File: src/rtl/oled_interval_timer_if.sv
// Control/status bundle for oled_interval_timer: start/abort/mode/length in,
// busy/done/count out.
interface oled_interval_timer_if #(
    parameter int unsigned W = 4
) ();
    logic         start;
    logic         abort;
    logic         periodic;
    logic [W-1:0] ceil;
    logic         busy;
    logic         done;
    logic [W-1:0] count;

    modport master (
        output start,
        output abort,
        output periodic,
        output ceil,
        input  busy,
        input  done,
        input  count
    );

    modport slave (
        input  start,
        input  abort,
        input  periodic,
        input  ceil,
        output busy,
        output done,
        output count
    );
endinterface

File: src/rtl/oled_interval_timer.sv
// Interval timer for OLED sequencing: L ticks of DIV clocks each, one-shot or
// auto-reload, with abort and optional retrigger. All outputs are registered.
module oled_interval_timer #(
    parameter int unsigned W      = 4,
    parameter int unsigned DIV    = 1,
    parameter bit          RETRIG = 1'b0
) (
    input logic                  clk,
    input logic                  rst,
    oled_interval_timer_if.slave tmr
);
    localparam int unsigned   PW      = (DIV > 1) ? $clog2(DIV) : 1;
    localparam logic [PW-1:0] PreLast = PW'(DIV - 1);

    typedef enum logic [0:0] {StIdle, StRun} state_e;

    state_e        state_q, state_d;
    logic          start_q, start_d;
    logic          busy_q, busy_d;
    logic          done_q, done_d;
    logic [W-1:0]  count_q, count_d;
    logic [PW-1:0] pre_q, pre_d;
    logic [W-1:0]  ceil_q, ceil_d;
    logic          periodic_q, periodic_d;

    logic          pstart;
    logic          tick;
    logic [W-1:0]  last_count;
    logic          expire;

    assign pstart     = tmr.start & ~start_q;
    assign tick       = (pre_q == PreLast);
    // W-bit wrap: ceil 0 gives last_count = 2^W-1, i.e. 2^W ticks
    assign last_count = ceil_q - W'(1);
    assign expire     = tick && (count_q == last_count);

    always_comb begin
        state_d    = state_q;
        start_d    = tmr.start;
        busy_d     = busy_q;
        done_d     = 1'b0;
        count_d    = count_q;
        pre_d      = pre_q;
        ceil_d     = ceil_q;
        periodic_d = periodic_q;

        unique case (state_q)
            StIdle: begin
                if (pstart && !tmr.abort) begin
                    ceil_d     = tmr.ceil;
                    periodic_d = tmr.periodic;
                    count_d    = '0;
                    pre_d      = '0;
                    busy_d     = 1'b1;
                    state_d    = StRun;
                end
            end
            StRun: begin
                if (tmr.abort) begin
                    count_d = '0;
                    pre_d   = '0;
                    busy_d  = 1'b0;
                    state_d = StIdle;
                end else if (pstart && RETRIG) begin
                    // Restart wins over a same-cycle expiry; no done pulse.
                    ceil_d     = tmr.ceil;
                    periodic_d = tmr.periodic;
                    count_d    = '0;
                    pre_d      = '0;
                end else begin
                    pre_d = tick ? '0 : pre_q + PW'(1);
                    if (expire) begin
                        done_d  = 1'b1;
                        count_d = '0;
                        if (!periodic_q) begin
                            busy_d  = 1'b0;
                            state_d = StIdle;
                        end
                    end else if (tick) begin
                        count_d = count_q + W'(1);
                    end
                end
            end
            default: begin
                state_d = StIdle;
                busy_d  = 1'b0;
                count_d = '0;
                pre_d   = '0;
            end
        endcase
    end

    always_ff @(posedge clk) begin
        if (rst) begin
            state_q    <= StIdle;
            start_q    <= 1'b0;
            busy_q     <= 1'b0;
            done_q     <= 1'b0;
            count_q    <= '0;
            pre_q      <= '0;
            ceil_q     <= '0;
            periodic_q <= 1'b0;
        end else begin
            state_q    <= state_d;
            start_q    <= start_d;
            busy_q     <= busy_d;
            done_q     <= done_d;
            count_q    <= count_d;
            pre_q      <= pre_d;
            ceil_q     <= ceil_d;
            periodic_q <= periodic_d;
        end
    end

    assign tmr.busy  = busy_q;
    assign tmr.done  = done_q;
    assign tmr.count = count_q;
endmodule

File: src/flat_wrapper.sv
// flat-port wrapper written by rule: the top's interface ports become plain ports
module oled_interval_timer_flat 
#(
    parameter int unsigned W      = 4,
    parameter int unsigned DIV    = 1,
    parameter bit          RETRIG = 1'b0
)
  (clk, rst, tmr_start, tmr_abort, tmr_periodic, tmr_ceil, tmr_busy, tmr_done, tmr_count);
  oled_interval_timer_if #(.W(W)) tmr_i ();
  input logic clk;
  input logic rst;
  input wire logic [$bits(tmr_i.start)-1:0] tmr_start;
  input wire logic [$bits(tmr_i.abort)-1:0] tmr_abort;
  input wire logic [$bits(tmr_i.periodic)-1:0] tmr_periodic;
  input wire logic [$bits(tmr_i.ceil)-1:0] tmr_ceil;
  output wire logic [$bits(tmr_i.busy)-1:0] tmr_busy;
  output wire logic [$bits(tmr_i.done)-1:0] tmr_done;
  output wire logic [$bits(tmr_i.count)-1:0] tmr_count;
  assign tmr_i.start = tmr_start;
  assign tmr_i.abort = tmr_abort;
  assign tmr_i.periodic = tmr_periodic;
  assign tmr_i.ceil = tmr_ceil;
  assign tmr_busy = tmr_i.busy;
  assign tmr_done = tmr_i.done;
  assign tmr_count = tmr_i.count;
  oled_interval_timer #(.W(W), .DIV(DIV), .RETRIG(RETRIG)) u_core (.clk(clk), .rst(rst), .tmr(tmr_i));
endmodule
File: config.mk
export PLATFORM = sky130hd
export DESIGN_NAME = oled_interval_timer_flat
export DESIGN_NICKNAME = d
export VERILOG_FILES = /design/src/rtl/oled_interval_timer_if.sv /design/src/rtl/oled_interval_timer.sv /design/src/flat_wrapper.sv
export SDC_FILE = /design/constraint.sdc
export NUM_CORES = 1
export LEC_CHECK = 0
export ABC_CLOCK_PERIOD_IN_PS = 1950
export CAP_MARGIN = 20
export CORE_UTILIZATION = 47
export DETAILED_ROUTE_END_ITERATION = 6
export PLACE_DENSITY_LB_ADDON = 0.12
export RECOVER_POWER = 50
export REMOVE_ABC_BUFFERS = 1
export SLEW_MARGIN = 5
export SYNTH_ARGS = -nofsm -noshare
export SYNTH_HDL_FRONTEND = slang
export SYNTH_SLANG_ARGS = --single-unit
File: constraint.sdc
create_clock -name clk -period 1.95 [get_ports clk]
set_clock_uncertainty 0.2 [all_clocks]
set_input_delay 0.195 -clock clk [delete_from_list [all_inputs] [get_ports clk]]
set_output_delay 0.195 -clock clk [all_outputs]
set_load 0.01 [all_outputs]
==> summary.txt <==
STA
  • Worst-margin pin slew: 0.383 ns
  • RSZ-0062 raised after global routing: no
  • Final period demand of the worst path: 1.75 ns
  • Setup_tns: 0 ns
  • Setup violators final: 0
  • Tcrit/Tclk final: 0.899
  • Relative slew slack: 0.745
  • Max Freq: 571 MHz
  • Final Max Tran Viols: 0
  • Final Hold Violating Endpoints: 0

Setup path
  • CP Capture Type: register
  • CP required: 1.92 ns
  • Crit path max fanout: 9
  • Worst Path Arrival: 1.73 ns
  • CP startpoint kind: input port
  • Crit Path Class: input port to register

Die
  • Num rows: 13
  • Die Y: 39.2 um
  • Die W: 39.2 um
  • Core ar.: 0.00130 sq mm
  • Die area: 0.00154 sq mm
  • Ports: 15
  • Initial core utilization: 0.501

Outcome
  • Status: finished clean

Global route
  • Gr usage total: 0.205
  • Vias in the first global route: 484
  • Largest net degree at the start of global routing: 10
  • GRT overflow: 0
  • First-pass GRT wire length: 2150 um
  • Initial antenna violation count: 0

Route
  • DR DRC count: 0
  • Vias: 567
  • Starting DRT DRC Count: 13
  • Via/cell ratio: 5.40
  • ANT nets after route: 0
  • Wirelength per Cell: 12.0 um
  • Final wirelength: 1260 um
  • TritonRoute pass-1 iters: 4

Power and ir drop
  • Power, Total: 537 uW
  • PD cells: 636 mW/mm^2
  • VDD IR max: 0.000455 V
  • Leak: 0.325 nW

Synthesis
  • Mapped Avg Cell Area: 9.18 sq um
  • Post-synth EDFFs: 0
  • Mapped Cells: 71
  • Synth area leader: dfxtp_1
  • Ys flop type: dfxtp_1
  • Top-count cell post-synth: dfxtp_1
  • Register area share after synthesis: 0.399
  • Yosys warning count: 0
  • Post-synthesis cell type count: 29
  • Post-synth top cells: dfxtp_1 (13), nor2_1 (9), a21oi_1 (7), nand2_1 (5), nand2b_1 (4)
  • Share of synthesized flip-flops with an asynchronous set or reset: 0
  • Post-synth top area share: 0.399
  • Cell Area, Synth: 652 sq um
  • Flops & latches, synth: 13
  • Area contributors post-synth: dfxtp_1 (40%), a21oi_1 (5.4%), nor2_1 (5.2%), ha_1 (3.8%), nand2b_1 (3.8%)

Final layout
  • Nets@finish: 102
  • Antenna cells: 0
  • Area growth, synth to finish: 29.6%
  • Non-Filler Instances: 105
  • Share of layout cells above drive strength 1: 0.0778
  • Fin area: 845 sq um

Place
  • Area after DPL: 822 sq um
  • Port bufs: 14
  • Dpl hpwl: 970 um
  • Placed insts: 101
  • Routability cong.: 0.725

CTS
  • Total CTS buffers: 3
  • Post-CTS Setup Repair Bufs: 0
  • # resized after CTS: 0
  • Worst skew pair latency: 0.27 ns
  • Reg clk slew, reported paths: 0.08 ns
  • Hold_buf cts: 0
  • Clock buffer depth: 2
  • CTS Root Cell: clkbuf_4
  • CTS tree: yes
  • TritonCTS Sinks: 13
  • H-tree Lvls: 1

Run
  • Maxcap violations: 0

Hold path
  • Worst Hold Class: input port to register
## flip-flops by register name (all words and copies together), names as in the netlist
| name | count |
|---|---|
| u_core.state_q | 1 |
| u_core.tmr.busy | 1 |
| u_core.ceil_q | 4 |
| u_core.tmr.count | 4 |
| u_core.periodic_q | 1 |
| u_core.tmr.done | 1 |
| u_core.start_q | 1 |
## metal layers
layer	wire, um	GRT usage	up-vias
met2	529	0.304	23
met5	0	0	-
met4	22	0.0776	0
met1	647	0.281	249
li1	-	-	291
met3	61	0.0520	4
## worst paths after layout
path	start	endpoint	slack, ns	depth (start not counted)
worst max register to register	u_core.ceil_q[0]	u_core.tmr.count[3]	0.22	6
worst min-delay path	tmr_periodic	u_core.periodic_q	0.27	3
worst min register to register	u_core.periodic_q	u_core.periodic_q	0.29	2
worst max-delay path	tmr_abort	u_core.ceil_q[3]	0.20	5
## stage by stage
| step | setup WS [ns] | hold slack, ns | utilization |
|---|---|---|---|
| 4_1_cts | 0.215 | 0.282 | 0.652 |
| 3_3_place_gp | 0.212 | 0.264 | 0.632 |
| 5_1_grt | 0.0606 | 0.298 | 0.649 |
| 3_5_place_dp | 0.167 | 0.287 | 0.632 |
| 6_report | 0.198 | 0.270 | 0.649 |
| 2_1_floorplan | 0.377 | 0.0641 | - |
## critical path: stages
cell,delay (ns)
dlygate4sd3_1,0.64
nor4b_4,0.27
clkbuf_1,0.35
mux2i_1,0.23
nor2_1,0.05
## logic make-up after synthesis
| group | after synthesis | share of synthesized area |
|---|---|---|
| adders and majority gates | 2 | 0.0384 |
| AOI/OAI and AO/OA | 17 | 0.161 |
| and+or+nand+nor | 28 | 0.248 |
| muxes | 2 | 0.0307 |
| buffers and inverters | 4 | 0.0230 |
| xor gates and xnor gates | 5 | 0.0998 |
| DFF | 13 | 0.399 |
## area by class of cell
cell class	count	area (sq um)
clock buffers	4	26.3
well taps	15	18.8
flip-flops and latches	13	260
multi-input cells	54	377
fillers	116	457
inverters	3	11.3
repair buffers	16	151
## layout by cell type (no fill, tap or decap), types with 2 or more instances in the layout
master           netlist  final
dfxtp_1               13     13
clkbuf_4               0      3
a21oi_1                7      7
nand2b_1               4      4
xor2_1                 2      2
mux2i_1                2      2
inv_1                  3      3
o21ai_0                2      2
nand2_1                5      5
nor2b_1                2      2
clkdlybuf4s50_1        0      9
nor2_1                 9      9
o211ai_1               2      2
clkbuf_1               1      2
nor3_1                 2      2
ha_1                   2      2
dlygate4sd3_1          0      5
## power by group
part | internal [mW] | total [mW] | switching (mW)
Combinational | 0.0446 | 0.0831 | 0.0385
Sequential | 0.275 | 0.286 | 0.0103
Clock | 0.0793 | 0.168 | 0.0887
Total | 0.399 | 0.537 | 0.138
No activity file was read; power rests on OpenSTA's default activity.
